--- config.mk ---
export PLATFORM = sky130hd
export DESIGN_NAME = sd_spi_controller_flat
export DESIGN_NICKNAME = d
export VERILOG_FILES = /design/src/rtl/sd_spi_controller_if.sv /design/src/rtl/sd_spi_controller.sv /design/src/flat_wrapper.sv
export SDC_FILE = /design/constraint.sdc
export NUM_CORES = 1
export LEC_CHECK = 0
export CAP_MARGIN = 30
export CELL_PAD_IN_SITES_DETAIL_PLACEMENT = 1
export CELL_PAD_IN_SITES_GLOBAL_PLACEMENT = 2
export CORE_ASPECT_RATIO = 1.25
export CORE_MARGIN = 1.5
export CORE_UTILIZATION = 35
export DETAILED_ROUTE_END_ITERATION = 8
export GPL_ROUTABILITY_DRIVEN = 0
export PLACE_DENSITY_LB_ADDON = 0.15
export SYNTH_ARGS = -nofsm -noshare
export SYNTH_HDL_FRONTEND = slang
export SYNTH_SLANG_ARGS = --single-unit
--- constraint.sdc ---
create_clock -name clk -period 2.3 [get_ports clk]
set_input_delay 0.575 -clock clk [delete_from_list [all_inputs] [get_ports clk]]
set_output_delay 0.575 -clock clk [all_outputs]
set_load 0.01 [all_outputs]
--- src/rtl/sd_spi_controller_if.sv ---
// Signal bundle of the SD SPI command engine: host request/status, response
// buffer write port and the four card pins.
interface sd_spi_controller_if #(
    parameter int MEMORY_SIZE_IN_BYTES = 30
);
    localparam int AW = $clog2(MEMORY_SIZE_IN_BYTES);

    // Card pins
    logic          sclk;
    logic          mosi;
    logic          miso;
    logic          ss;

    // Command and raw-transfer requests
    logic          start;
    logic [5:0]    cmd;
    logic [31:0]   arg;
    logic [6:0]    crc;
    logic [AW-1:0] nresponse;
    logic          raw_start;
    logic [AW-1:0] raw_size;
    logic [7:0]    raw_data;
    logic          raw_ss;

    // Response buffer write port and status
    logic          mem_wr;
    logic [AW-1:0] mem_addr;
    logic [7:0]    mem_data;
    logic          done;
    logic          busy;
    logic          timeout;

    modport slave (
        input  miso, start, cmd, arg, crc, nresponse,
               raw_start, raw_size, raw_data, raw_ss,
        output sclk, mosi, ss, mem_wr, mem_addr, mem_data, done, busy, timeout
    );

    modport master (
        output miso, start, cmd, arg, crc, nresponse,
               raw_start, raw_size, raw_data, raw_ss,
        input  sclk, mosi, ss, mem_wr, mem_addr, mem_data, done, busy, timeout
    );
endinterface

--- src/rtl/sd_spi_controller.sv ---
// SPI-mode SD card command engine: sends raw filler bytes or 6-byte commands
// over a mode-0 SPI master at clk/2 and writes the card's response bytes out.
module sd_spi_controller #(
    parameter int MEMORY_SIZE_IN_BYTES = 30
) (
    input  logic               clk,
    input  logic               rst_n,
    sd_spi_controller_if.slave bus
);
    localparam int AW = $clog2(MEMORY_SIZE_IN_BYTES);
    localparam int CW = (AW > 3) ? AW : 3;

    typedef enum logic [2:0] {
        IDLE,
        RAW,
        CMD_TX,
        POLL,
        RESP,
        FINISH
    } state_t;

    state_t        state, state_d;

    logic [3:0]    phase;
    logic [47:0]   tx_sh;
    logic [7:0]    rx_sh;
    logic [CW-1:0] byte_cnt;
    logic [2:0]    poll_cnt;
    logic [AW-1:0] resp_idx;
    logic          fin_stop;

    logic [AW-1:0] nresp_q;
    logic [AW-1:0] raw_size_q;
    logic [7:0]    raw_data_q;

    logic          ss_q;
    logic          done_q;
    logic          timeout_q;
    logic          mem_wr_q;
    logic [AW-1:0] mem_addr_q;
    logic [7:0]    mem_data_q;

    logic          accept_cmd;
    logic          accept_raw;
    logic          shifting;
    logic          byte_end;
    logic          hit;

    always_ff @(posedge clk or negedge rst_n) begin
        if (!rst_n) state <= IDLE;
        else        state <= state_d;
    end

    // NOTE: every signal gets a default before the case so no latch is inferred.
    always_comb begin
        state_d    = state;
        accept_cmd = 1'b0;
        accept_raw = 1'b0;
        // FINISH shifts only while its trailing byte is still going out
        shifting   = (state inside {RAW, CMD_TX, POLL, RESP}) ||
                     (state == FINISH && !fin_stop);
        byte_end   = shifting && (phase == 4'd15);
        hit        = !rx_sh[7];

        case (state)
            IDLE: begin
                if (bus.start) begin
                    accept_cmd = 1'b1;
                    state_d    = CMD_TX;
                end else if (bus.raw_start) begin
                    accept_raw = 1'b1;
                    state_d    = RAW;
                end
            end
            RAW: begin
                if (byte_end && byte_cnt == CW'(raw_size_q)) state_d = FINISH;
            end
            CMD_TX: begin
                if (byte_end && byte_cnt == CW'(5))
                    state_d = (nresp_q != '0) ? POLL : FINISH;
            end
            POLL: begin
                if (byte_end) begin
                    if (hit)                    state_d = (nresp_q == AW'(1)) ? FINISH : RESP;
                    else if (poll_cnt == 3'd7)  state_d = FINISH;
                end
            end
            RESP: begin
                if (byte_end && resp_idx == nresp_q - AW'(1)) state_d = FINISH;
            end
            FINISH: begin
                if (fin_stop) state_d = IDLE;
            end
            default: state_d = IDLE;
        endcase
    end

    // NOTE: sequential state is assigned with <= only; later assignments in
    // the same edge deliberately override earlier ones (byte reloads).
    always_ff @(posedge clk or negedge rst_n) begin
        if (!rst_n) begin
            phase      <= '0;
            tx_sh      <= '1;
            rx_sh      <= '0;
            byte_cnt   <= '0;
            poll_cnt   <= '0;
            resp_idx   <= '0;
            fin_stop   <= 1'b0;
            nresp_q    <= '0;
            raw_size_q <= '0;
            raw_data_q <= '0;
            ss_q       <= 1'b1;
            done_q     <= 1'b0;
            timeout_q  <= 1'b0;
            mem_wr_q   <= 1'b0;
            mem_addr_q <= '0;
            mem_data_q <= '0;
        end else begin
            mem_wr_q <= 1'b0;
            done_q   <= 1'b0;

            if (accept_cmd || accept_raw) begin
                phase     <= '0;
                byte_cnt  <= '0;
                poll_cnt  <= '0;
                resp_idx  <= '0;
                fin_stop  <= 1'b0;
                timeout_q <= 1'b0;
            end

            if (accept_cmd) begin
                // Whole frame in one register; 1-fill makes later bytes 0xFF
                tx_sh   <= {2'b01, bus.cmd, bus.arg, bus.crc, 1'b1};
                nresp_q <= bus.nresponse;
                ss_q    <= 1'b0;
            end else if (accept_raw) begin
                tx_sh      <= {bus.raw_data, 40'hFF_FFFF_FFFF};
                raw_size_q <= bus.raw_size;
                raw_data_q <= bus.raw_data;
                ss_q       <= bus.raw_ss;
            end else if (shifting) begin
                phase <= phase + 4'd1;
                if (!phase[0]) rx_sh <= {rx_sh[6:0], bus.miso};
                else           tx_sh <= {tx_sh[46:0], 1'b1};

                // Eighth bit is being sampled now; rx_sh[6] is the byte's bit 7
                if (phase == 4'd14 &&
                    (state == RESP || (state == POLL && !rx_sh[6]))) begin
                    mem_wr_q   <= 1'b1;
                    mem_addr_q <= resp_idx;
                    mem_data_q <= {rx_sh[6:0], bus.miso};
                end

                if (byte_end) begin
                    byte_cnt <= byte_cnt + CW'(1);
                    case (state)
                        RAW: begin
                            if (state_d == RAW) tx_sh <= {raw_data_q, 40'hFF_FFFF_FFFF};
                        end
                        POLL: begin
                            if (hit) begin
                                resp_idx <= resp_idx + AW'(1);
                            end else begin
                                poll_cnt <= poll_cnt + 3'd1;
                                if (poll_cnt == 3'd7) timeout_q <= 1'b1;
                            end
                        end
                        RESP:    resp_idx <= resp_idx + AW'(1);
                        default: ;
                    endcase

                    if (state == FINISH)       fin_stop <= 1'b1;
                    else if (state_d == FINISH) fin_stop <= (state == RAW);
                end
            end else if (state == FINISH) begin
                ss_q   <= 1'b1;
                done_q <= 1'b1;
            end
        end
    end

    assign bus.sclk     = shifting & phase[0];
    assign bus.mosi     = shifting ? tx_sh[47] : 1'b1;
    assign bus.ss       = ss_q;
    assign bus.busy     = (state != IDLE);
    assign bus.done     = done_q;
    assign bus.timeout  = timeout_q;
    assign bus.mem_wr   = mem_wr_q;
    assign bus.mem_addr = mem_addr_q;
    assign bus.mem_data = mem_data_q;

endmodule

--- src/flat_wrapper.sv ---
// flat-port wrapper written by rule: the top's interface ports become plain ports
module sd_spi_controller_flat 
#(
    parameter int MEMORY_SIZE_IN_BYTES = 30
)
  (clk, rst_n, bus_miso, bus_start, bus_cmd, bus_arg, bus_crc, bus_nresponse, bus_raw_start, bus_raw_size, bus_raw_data, bus_raw_ss, bus_sclk, bus_mosi, bus_ss, bus_mem_wr, bus_mem_addr, bus_mem_data, bus_done, bus_busy, bus_timeout);
  sd_spi_controller_if #(.MEMORY_SIZE_IN_BYTES(MEMORY_SIZE_IN_BYTES)) bus_i ();
  input  logic clk;
  input  logic rst_n;
  input wire logic [$bits(bus_i.miso)-1:0] bus_miso;
  input wire logic [$bits(bus_i.start)-1:0] bus_start;
  input wire logic [$bits(bus_i.cmd)-1:0] bus_cmd;
  input wire logic [$bits(bus_i.arg)-1:0] bus_arg;
  input wire logic [$bits(bus_i.crc)-1:0] bus_crc;
  input wire logic [$bits(bus_i.nresponse)-1:0] bus_nresponse;
  input wire logic [$bits(bus_i.raw_start)-1:0] bus_raw_start;
  input wire logic [$bits(bus_i.raw_size)-1:0] bus_raw_size;
  input wire logic [$bits(bus_i.raw_data)-1:0] bus_raw_data;
  input wire logic [$bits(bus_i.raw_ss)-1:0] bus_raw_ss;
  output wire logic [$bits(bus_i.sclk)-1:0] bus_sclk;
  output wire logic [$bits(bus_i.mosi)-1:0] bus_mosi;
  output wire logic [$bits(bus_i.ss)-1:0] bus_ss;
  output wire logic [$bits(bus_i.mem_wr)-1:0] bus_mem_wr;
  output wire logic [$bits(bus_i.mem_addr)-1:0] bus_mem_addr;
  output wire logic [$bits(bus_i.mem_data)-1:0] bus_mem_data;
  output wire logic [$bits(bus_i.done)-1:0] bus_done;
  output wire logic [$bits(bus_i.busy)-1:0] bus_busy;
  output wire logic [$bits(bus_i.timeout)-1:0] bus_timeout;
  assign bus_i.miso = bus_miso;
  assign bus_i.start = bus_start;
  assign bus_i.cmd = bus_cmd;
  assign bus_i.arg = bus_arg;
  assign bus_i.crc = bus_crc;
  assign bus_i.nresponse = bus_nresponse;
  assign bus_i.raw_start = bus_raw_start;
  assign bus_i.raw_size = bus_raw_size;
  assign bus_i.raw_data = bus_raw_data;
  assign bus_i.raw_ss = bus_raw_ss;
  assign bus_sclk = bus_i.sclk;
  assign bus_mosi = bus_i.mosi;
  assign bus_ss = bus_i.ss;
  assign bus_mem_wr = bus_i.mem_wr;
  assign bus_mem_addr = bus_i.mem_addr;
  assign bus_mem_data = bus_i.mem_data;
  assign bus_done = bus_i.done;
  assign bus_busy = bus_i.busy;
  assign bus_timeout = bus_i.timeout;
  sd_spi_controller #(.MEMORY_SIZE_IN_BYTES(MEMORY_SIZE_IN_BYTES)) u_core (.clk(clk), .rst_n(rst_n), .bus(bus_i));
endmodule
== After elaboration in Yosys (flattened, before gate mapping) ==
Index checks and enable logic that the tools add are counted.
Storage, ports and cells
  output and inout bits: 20
  input bits: 69
  register bits after elaboration: 112
Cells by class
  mux-type cells: 75
  add/subtract/negate cells: 5
  eq/ne operators: 15
  bitwise logic cells: 4
  reductions and logical operators: 22
Operators by type and width (count)
  2-to-1 mux 48 bit: 7
  2-to-1 mux 5 bit: 11
  2-to-1 mux 3 bit: 17
  2-to-1 mux 1 bit: 34
  one-hot mux 3 bit (6 select lines): 1
  2-to-1 mux 4 bit: 4
  == test 3 bit, second input constant: 4
  adder 5 x 1 -> 5 bit, second input constant: 2
  == test 5 bit: 2
  one-hot mux 5 bit (2 select lines): 1
  nonzero test 3 bit: 3
  == test 4 bit, second input constant: 2
  AND reduction 4 bit: 2
  logical AND 1 bit: 7
  == test 3 x 1 -> 1 bit, second input constant: 2
  == test 3 x 2 -> 1 bit, second input constant: 2
  == test 5 x 1 -> 1 bit, second input constant: 1
  == test 5 x 3 -> 1 bit, second input constant: 1
  nonzero test 5 bit: 1
  subtractor 5 x 1 -> 5 bit, second input constant: 1
  adder 4 x 1 -> 4 bit, second input constant: 1
  AND reduction 2 bit: 2
  nonzero test 4 bit: 1
  adder 3 x 1 -> 3 bit, second input constant: 1
  other kinds (6): 11

== Depth between registers and ports, before layout ==
Gate-level depths: netlist of run 1.
  word-level depth: 14
  depth in mapped cells: 8
  mapped depth without buffers: 7

== Worst setup path before layout of run 1 ==
OpenSTA, ideal clock, no wires.
  path type: reg-to-reg
  start point: reg u_core.phase[0]
  end point: reg u_core.fin_stop
  arrival: 1932 ps
  buffers on the path: 0
  stages on the path, launching flop included: 7
  slack: 243 ps
  data required time: 2175 ps
  cells stage by stage: dfrtp_1 -> ha_1 -> and3_1 -> a311oi_1 -> a221oi_2 -> o32ai_1 -> mux2_2
On the way
  longest elaborated chain between the ends: 12
  elaborated cells between the ends (all ways): 17
RTL lines
  start, declared: RTL line sd_spi_controller.sv:24  | logic [3:0] phase;
  start signal, assigned: RTL line sd_spi_controller.sv:142  | phase <= phase + 4'd1;
  == test 4 bit *: RTL line sd_spi_controller.sv:62  | byte_end = shifting && (phase == 4'd15);
  logical AND 1 bit *: RTL line sd_spi_controller.sv:62
  logical AND 1 bit, on equally long branches: RTL line sd_spi_controller.sv:89, sd_spi_controller.sv:76, sd_spi_controller.sv:79
  2-to-1 mux 3 bit, on equally long branches: RTL line sd_spi_controller.sv:89, sd_spi_controller.sv:76, sd_spi_controller.sv:79
  one-hot mux 3 bit (6 select lines): RTL line sd_spi_controller.sv:65  | case (state)
  == test 3 bit: RTL line sd_spi_controller.sv:173  | else if (state_d == FINISH) fin_stop <= (state == RAW);
  2-to-1 mux 1 bit: RTL line sd_spi_controller.sv:173
  2-to-1 mux 1 bit: RTL line sd_spi_controller.sv:172  | if (state == FINISH) fin_stop <= 1'b1;
  2-to-1 mux 1 bit *: RTL line sd_spi_controller.sv:154  | if (byte_end) begin
  2-to-1 mux 1 bit *: RTL line sd_spi_controller.sv:141  | end else if (shifting) begin
  2-to-1 mux 1 bit *: RTL line sd_spi_controller.sv:136  | end else if (accept_raw) begin
  2-to-1 mux 1 bit *: RTL line sd_spi_controller.sv:131  | if (accept_cmd) begin
  end signal, assigned: RTL line sd_spi_controller.sv:173
  end, declared: RTL line sd_spi_controller.sv:30  | logic fin_stop;
Every way passes the cells marked *; elsewhere a longest branch is shown, timed or not.
A chain may end at the register's enable or synchronous reset.

== Worst setup path after layout of run 1 ==
  start point: reg u_core.state[1]
  end point: out bus_mosi
On the way
  longest elaborated chain between the ends: 4
  elaborated cells between the ends (all ways): 9
RTL lines
  start, declared: RTL line sd_spi_controller.sv:22  | state_t state, state_d;
  start signal, assigned: RTL line sd_spi_controller.sv:51  | else state <= state_d;
  == test 3 x 1 -> 1 bit (tied with other cells): RTL line sd_spi_controller.sv:60  | shifting = (state inside {RAW, CMD_TX, POLL, RESP}) ||
  nonzero test 4 bit or logical AND 1 bit (tied branches): RTL line sd_spi_controller.sv:60, sd_spi_controller.sv:61
  logical OR 1 bit *: RTL line sd_spi_controller.sv:60
  2-to-1 mux 1 bit *: RTL line sd_spi_controller.sv:183  | assign bus.mosi = shifting ? tx_sh[47] : 1'b1;
  end, declared: RTL line flat_wrapper.sv:21  | output wire logic [$bits(bus_i.mosi)-1:0] bus_mosi;
Marks and branches as above.

==> summary.txt, run 1 <==
Die
  – Io pins: 89
  – Die area: 0.01644 sq mm
  – Area inside the core boundary: 0.01544 sq mm
  – Initial cell density of the core: 0.3553
  – Number of placement rows: 51
  – Y dimension of the die: 143.0 um
  – Horizontal die dimension: 115.0 um

Synthesis
  – Library cells used by synthesis: 60
  – Async set-or-reset flop fraction in the synthesized netlist: 1.000
  – Net Count, Synth: 555
  – Number of flops mapped to enable cells by yosys: 0
  – Synthesis-stage register bit count: 112
  – Synth warn: 0
  – Mapped cell area: 0.005487 sq mm
  – Most instantiated flip-flop cell in the synthesis netlist: sky130_fd_sc_hd__dfrtp_1
  – Count of mapped cells out of synthesis: 477
  – Post-Synthesis Mean Instance Area: 11.50 sq um
  – Proportion of synthesized chip area in sequential cells: 0.5220

Pwr
  – Clock network fraction of total power: 0.173
  – Pwr Density: 1210 mW/mm^2
  – Switching share of total power: 0.3556
  – Internal Power: 0.005596 W
  – Sequential share of power: 0.393
  – Standby leakage power: 2.920 nW
  – Maximum VDD drop: 478.7 uV
  – Fraction of power consumed by combinational cells: 0.434
  – Power dissipated by switching net loads: 0.003088 W

Route
  – Pre-Repair DR Iteration Count: 4
  – Via count of the routed design: 4275
  – Total met3 wirelength after detailed routing: 432 um
  – Via-per-instance ratio: 5.311
  – Final wirelength: 14380 um
  – Highest signal layer in the routed design: met4
  – Initial DRC Count: 145
  – Met2 WL post-DR: 7473 um
  – Count of antenna-violating nets left after detailed routing: 0
  – DRT met1 WL: 6204 um
  – DRC violations left: 0
  – Wirelength per Cell: 17.86 um

Timing
  – Fin crit period: 2.212 ns
  – Pins Over Slew Limit: 0
  – Peak Freq: 452.1 MHz
  – Setup tns final: 0 ns
  – Setup repair after global routing missed its margin: no
  – Setup violation total in the final timing report: 0
  – Relative slew margins: 0.7057
  – Post-route fraction of the period consumed by the critical path: 0.9618
  – Final hold violation count: 0
  – Skew final: 0.009063 ns
  – Hold WS: 0.1554 ns
  – Worst-margin pin slew: 0.4415 ns

Flow run
  – Max-cap check violation count: 0

Place
  – HPWL after detailed placement: 9996 um
  – Number of I/O port buffers: 88
  – Post-placement cell area: 0.006835 sq mm

Cells and area
  – Ant. Diodes: 0
  – Area overhead of the layout relative to synthesis: 30.81%
  – Commonest non-fill, non-tap cell in the layout: sky130_fd_sc_hd__clkdlybuf4s50_1
  – Nets: 666
  – Post-route design area: 0.007177 sq mm
  – Most used cells in the layout excluding fill and tap cells: 84 x sky130_fd_sc_hd__clkdlybuf4s50_1, 66 x sky130_fd_sc_hd__nand2_1, 61 x sky130_fd_sc_hd__dfrtp_1
  – Fraction of final layout cells with drive strength greater than 1: 0.2631

CTS
  – TritonCTS clock tree: done
  – CTS hold repair buffers: 0
  – Number of buffers inserted during clock tree synthesis: 9
  – Number of sinks handled by clock tree synthesis: 112
  – Total number of H-tree levels: 3
  – Insertion delay to the later sink of the worst-skew pair: 0.36 ns
  – Clock edge transition at the registers on the reported setup and hold paths: 0.08 ns
  – Clock root buffer: sky130_fd_sc_hd__clkbuf_16
  – Maximum root-to-sink buffer count: 2

Worst setup path
  – Beginning of the worst register-to-register path: u_core.state[1]$_DFF_PN0_
  – Worst R2R Setup Slack: 0.14 ns
  – Startpoint Class: flop
  – Worst Path Arrival: 1.64 ns
  – Register-to-Register Path Depth: 8
  – Type of the worst setup path: reg2out
  – Critical path capture point type: primary output
  – Top fanout value on the critical path: 4
  – Req. time, crit path: 1.73 ns
  – Worst r2r dst: u_core.tx_sh[18]$_DFFE_PN1P_
  – Timing startpoint of the critical path: u_core.state[1]$_DFF_PN0_

Global routing
  – Initial antenna violation count: 0
  – Global-route wire length before repair: 23650 um
  – Pin count of the biggest net entering global routing: 48
  – Via count of the first global-routing pass: 4568
  – Total global-route track usage: 0.1859
  – Final global-route overflow total: 0

Run status
  – Status: finished clean

Min path
  – Hold crit path type: in2async
-- Yosys cell counts, types with 2 or more instances --
cell | instances | share of area
sky130_fd_sc_hd__nor3_1 | 4 | 0.0036
sky130_fd_sc_hd__a222oi_1 | 6 | 0.011
sky130_fd_sc_hd__xor2_1 | 8 | 0.013
sky130_fd_sc_hd__buf_4 | 2 | 0.0027
sky130_fd_sc_hd__nand4_1 | 5 | 0.0057
sky130_fd_sc_hd__nand3_1 | 7 | 0.0064
sky130_fd_sc_hd__nand2b_1 | 6 | 0.0068
sky130_fd_sc_hd__buf_1 | 2 | 0.0014
sky130_fd_sc_hd__nor3b_1 | 2 | 0.0027
sky130_fd_sc_hd__dfrtp_1 | 63 | 0.29
sky130_fd_sc_hd__a311oi_1 | 2 | 0.0032
sky130_fd_sc_hd__mux2i_1 | 13 | 0.024
sky130_fd_sc_hd__o41ai_1 | 2 | 0.0032
sky130_fd_sc_hd__o21a_1 | 2 | 0.0027
sky130_fd_sc_hd__a2bb2oi_1 | 39 | 0.062
sky130_fd_sc_hd__clkbuf_1 | 15 | 0.010
sky130_fd_sc_hd__nand2_1 | 66 | 0.045
sky130_fd_sc_hd__mux2_2 | 26 | 0.053
sky130_fd_sc_hd__ha_1 | 9 | 0.021
sky130_fd_sc_hd__a21oi_1 | 4 | 0.0036
sky130_fd_sc_hd__o21ai_1 | 8 | 0.0073
sky130_fd_sc_hd__inv_1 | 10 | 0.0068
sky130_fd_sc_hd__dfstp_2 | 49 | 0.23
sky130_fd_sc_hd__or3_1 | 3 | 0.0034
sky130_fd_sc_hd__o21ai_0 | 13 | 0.012
sky130_fd_sc_hd__nor2_1 | 17 | 0.012
sky130_fd_sc_hd__xnor2_1 | 10 | 0.016
sky130_fd_sc_hd__o32ai_1 | 40 | 0.064
sky130_fd_sc_hd__a211oi_1 | 3 | 0.0041
sky130_fd_sc_hd__buf_2 | 11 | 0.010
-- logic make-up (layout without fill, tap and decap cells) --
family,Yosys count,in the layout,synth area share
xor gates and xnor gates,18,18,0.02873
DFF,112,112,0.5220
muxes,39,39,0.07708
buffers and inverters,43,159,0.03968
and+or+nand+nor,124,124,0.1129
AOI/OAI and AO/OA,132,132,0.1991
adders and majority gates,9,9,0.02052
-- cell type report --
type	count	area, sq um
multi-input combinational	322	2421
clock buffer	10	229.0
clock inverter	6	45.04
tap	212	265.3
sequential	112	2867
timing repair buffer	133	1313
inverter	10	37.54
fill	1685	8265
-- worst max path at each step --
stage / slack (ns) / to
2_1_floorplan: 0.24 / u_core.fin_stop$_DFF_PN0_
3_5_place_dp: 0.09 / u_core.fin_stop$_DFF_PN0_
5_1_grt: 0.02 / bus_sclk
4_1_cts: 0.005 / bus_mosi
6_report: 0.09 / bus_mosi
3_3_place_gp: 0.17 / u_core.fin_stop$_DFF_PN0_
-- routing by layer --
layer	GRT usage	vias up
met5	0	-
li1	-	2012
met3	0.02759	17
met2	0.3268	78
met4	0.07083	0
met1	0.2292	2168
-- repair_timing --
action                     CTS  global route
gates resized for setup      7             2
pin swaps                    0             2
setup endpoints to repair    3            17
setup buffers                4             3
-- registers in the layout (all words and copies together), names as in the netlist, 4 cells and up --
name and cells:
u_core.bus.mem_addr 5, u_core.bus.mem_data 8, u_core.phase 4, u_core.byte_cnt 5, u_core.raw_size_q 5, u_core.raw_data_q 8
u_core.resp_idx 5, u_core.rx_sh 8, u_core.tx_sh 48, u_core.nresp_q 5
-- worst max-delay path, stage by stage, from the launching register on --
cell and delay [ns]:
sky130_fd_sc_hd__dfrtp_2 0.44, sky130_fd_sc_hd__buf_4 0.16, sky130_fd_sc_hd__a21o_1 0.17, sky130_fd_sc_hd__a21oi_2 0.14, sky130_fd_sc_hd__nand2b_1 0.08, sky130_fd_sc_hd__dlygate4sd2_1 0.28
-- power groups by stage --
stage / registers (W) / clock network (W) / logic [W]
after floorplan: 0.00332 / 0 / 0.00246
after global placement: 0.00343 / 0 / 0.00368
after detailed placement: 0.00346 / 0 / 0.00378
after CTS: 0.00342 / 0.00154 / 0.00379
after global routing: 0.00353 / 0.00162 / 0.00414
final: 0.00342 / 0.00150 / 0.00377
-- through the flow --
stage | util | worst slack [ns] | total power, W | instances
2_1_floorplan | - | 0.2435 | 0.005783 | 477
6_report | 0.4648 | 0.08788 | 0.008685 | 805
4_1_cts | 0.4627 | 0.004729 | 0.008758 | 802
3_5_place_dp | 0.4426 | 0.08808 | 0.007232 | 782
5_1_grt | 0.4648 | 0.02330 | 0.009288 | 805
3_3_place_gp | 0.4426 | 0.1652 | 0.007106 | 782
No activity file was read; power rests on OpenSTA's default activity.
==> run 2, diff against run 1 <==
--- a/config.mk
+++ b/config.mk
@@ -11,6 +11,7 @@
 export CORE_ASPECT_RATIO = 1.25
 export CORE_MARGIN = 1.5
 export CORE_UTILIZATION = 35
+export CTS_CLUSTER_DIAMETER = 100
 export DETAILED_ROUTE_END_ITERATION = 8
 export GPL_ROUTABILITY_DRIVEN = 0
 export PLACE_DENSITY_LB_ADDON = 0.15
==> results of run 2 <==
Final layout, timing and power as in run 1 (identical DEF).
==> run 3, diff against run 2 <==
--- a/config.mk
+++ b/config.mk
@@ -14,6 +14,7 @@
 export CTS_CLUSTER_DIAMETER = 100
 export DETAILED_ROUTE_END_ITERATION = 8
 export GPL_ROUTABILITY_DRIVEN = 0
+export GPL_TIMING_DRIVEN = 0
 export PLACE_DENSITY_LB_ADDON = 0.15
 export SYNTH_ARGS = -nofsm -noshare
 export SYNTH_HDL_FRONTEND = slang
==> run 3 against run 2 <==
Fmax down 0.35%; routed wire length grew 2.5%; final area increased by 0.23%; clock-buffer cell count shrank 1; sequential share of layout area fell by 0.11 points; non-clock buffer count increased by 8; clock power increased by 4%; critical path depth up 1; setup slack worse by 0.0077 ns.
==> summary.txt, run 3 (same netlist as run 1, synthesis figures left out) <==
Run status
  – Status: finished clean

Die
  – Area inside the core boundary: 0.01544 sq mm (unchanged)
  – Initial cell density of the core: 0.3553 (unchanged)
  – Die area: 0.01644 sq mm (unchanged)
  – Y dimension of the die: 143.0 um (unchanged)
  – Horizontal die dimension: 115.0 um (unchanged)
  – Number of placement rows: 51 (unchanged)
  – Io pins: 89 (unchanged)

Global routing
  – Total global-route track usage: 0.1898 (+0.003896)
  – Final global-route overflow total: 0 (unchanged)
  – Pin count of the biggest net entering global routing: 79 (+65%)
  – Global-route wire length before repair: 24180 um (+2.2%)
  – Via count of the first global-routing pass: 4587 (+0.42%)
  – Initial antenna violation count: 0 (unchanged)

Cells and area
  – Nets: 674 (+1.2%)
  – Ant. Diodes: 0 (unchanged)
  – Post-layout util: 0.4658 (+0.001054)
  – Max reg flops: 48 (unchanged)
  – Fraction of final layout cells with drive strength greater than 1: 0.2596 (-0.003502)
  – Count of placed standard cells in the final layout, fillers left out: 813 (+0.99%)
  – Area overhead of the layout relative to synthesis: 31.11%
  – Most used cells in the layout excluding fill and tap cells: 84 x sky130_fd_sc_hd__clkdlybuf4s50_1, 66 x sky130_fd_sc_hd__nand2_1, 62 x sky130_fd_sc_hd__dfrtp_1
  – Reg with most FFs: u_core.tx_sh
  – Commonest non-fill, non-tap cell in the layout: sky130_fd_sc_hd__clkdlybuf4s50_1

Worst setup path
  – Worst R2R Setup Slack: 0.14 ns (about the same)
  – Master of the slowest instance on the critical path: sky130_fd_sc_hd__dfrtp_1
  – Critical path capture point type: primary output
  – Critical Path, Cell by Cell: buf_6 -> nor3_4 -> buf_6 -> a21oi_4 -> nand2b_1 -> clkdlybuf4s15_1
  – Req. time, crit path: 1.73 ns (about the same)
  – Startpoint Class: flop
  – Type of the worst setup path: reg2out
  – Worst stage delay on the critical path: 0.38 ns (-0.06 ns)
  – Worst Path Arrival: 1.64 ns (about the same)
  – Most common cell type on the critical path: sky130_fd_sc_hd__buf_6
  – Top fanout value on the critical path: 10 (+6)

Timing
  – Worst-margin pin slew: 0.7757 ns (+0.3343 ns)
  – Fin crit period: 2.220 ns (+0.007683 ns)
  – Relative slew margins: 0.4809 (-0.2248)
  – Pins Over Slew Limit: 0 (unchanged)
  – Final hold violation count: 0 (unchanged)
  – Skew final: 0.01508 ns (+0.006020 ns)
  – Post-route fraction of the period consumed by the critical path: 0.9651 (+0.003340)
  – Setup repair after global routing missed its margin: no
  – Setup violation total in the final timing report: 0 (unchanged)
  – Setup tns final: 0 ns (unchanged)
  – Peak Freq: 450.5 MHz (-0.35%)

CTS
  – TritonCTS clock tree: done
  – Insertion delay to the later sink of the worst-skew pair: 0.37 ns (about the same)
  – Number of buffers inserted during clock tree synthesis: 9 (unchanged)
  – Number of sinks handled by clock tree synthesis: 112 (unchanged)
  – Clock edge transition at the registers on the reported setup and hold paths: 0.08 ns (about the same)
  – CTS hold repair buffers: 0 (unchanged)
  – Maximum root-to-sink buffer count: 2 (unchanged)
  – Total number of H-tree levels: 3 (unchanged)
  – Clock root buffer: sky130_fd_sc_hd__clkbuf_16

Min path
  – Hold crit path type: in2async

Route
  – Count of antenna-violating nets left after detailed routing: 0 (unchanged)
  – Pre-Repair DR Iteration Count: 5 (+1)
  – Wirelength per Cell: 18.13 um (+1.5%)
  – Final wirelength: 14740 um (+2.5%)
  – Via-per-instance ratio: 5.268 (-0.80%)
  – Initial DRC Count: 155 (+6.9%)
  – Via count of the routed design: 4283 (+0.19%)
  – DRC violations left: 0 (unchanged)

Place
  – Placed Cells: 778 (-0.51%)
  – HPWL after detailed placement: 10460 um (+4.7%)
  – Number of I/O port buffers: 88 (unchanged)

Pwr
  – Pwr Density: 1216 mW/mm^2 (+0.46%)
  – Maximum VDD drop: 514.2 uV (+7.4%)
  – Standby leakage power: 2.891 nW (-0.98%)
  – Final total power: 0.008744 W (+0.69%)

Flow run
  – Max-cap check violation count: 0 (unchanged)
==> run 3: critical path: cells and delay by family (launching register included) <==
kind | cells | cell delay [ns]
AOI/OAI and AO/OA | 1 | 0.04
buffers and inverters | 3 | 0.54
and+or+nand+nor | 2 | 0.32
DFF | 1 | 0.38
==> run 3: timing repair <==
item	4_1_cts	5_1_grt
pin swaps	3	3
hold endpoints to repair	0	0
gates resized for setup	21	12
buffers inserted	7	12
setup endpoints to repair	60	64
==> run 3: final cells by class <==
cell class	instances	area [sq um]
fillers	1714	8249
flip-flops and latches	112	2865
multi-input cells	322	2467
repair buffers	108	1054
well taps	212	265.3
clock buffers	9	225.2
plain buffers	33	209.0
clock inverters	7	70.07
inverters	10	37.54
==> run 3: through the flow <==
step / hold slack [ns] / instance area, sq um / setup slack, ns
global placement: 0.4571 / 6633 / -3.765
floorplan: 0.2794 / 5487 / 0.2435
CTS: 0.09665 / 7072 / 0.003441
global route: 0.09649 / 7193 / 0.009194
finish: 0.09024 / 7193 / 0.08019
detailed placement: 0.4664 / 6661 / -0.4535
==> run 3: path summary, 6_finish.rpt <==
path,from,to,cells past startpoint
setup / recovery,u_core.state[2]$_DFF_PN0_,bus_mosi,6
hold / removal,rst_n,u_core.bus.mem_wr$_DFF_PN0_,1
setup reg to reg,u_core.nresp_q[0]$_DFFE_PN0P_,u_core.fin_stop$_DFF_PN0_,7
hold reg to reg,u_core.tx_sh[46]$_DFFE_PN1P_,u_core.tx_sh[46]$_DFFE_PN1P_,2
max in group asynchronous,rst_n,u_core.tx_sh[45]$_DFFE_PN1P_,2
min in group clk,u_core.tx_sh[46]$_DFFE_PN1P_,u_core.tx_sh[46]$_DFFE_PN1P_,2
==> run 3: metal layers <==
metal / part of all wire / vias up / routed length (um) / track usage
met1: 0.43 / 2179 / 6393 / 0.2436
li1: - / 2029 / - / -
met2: 0.52 / 64 / 7696 / 0.3255
met5: 0 / - / 0 / 0
met3: 0.029 / 11 / 421 / 0.02589
met4: 0.015 / 0 / 223 / 0.06953
==> run 3: power by group <==
part           switching, W  leakage [nW]  internal, W
Combinational       0.00188          1.41      0.00189
Clock              0.000796         0.142     0.000767
Sequential         0.000522          1.34      0.00290
Total               0.00320          2.89      0.00555
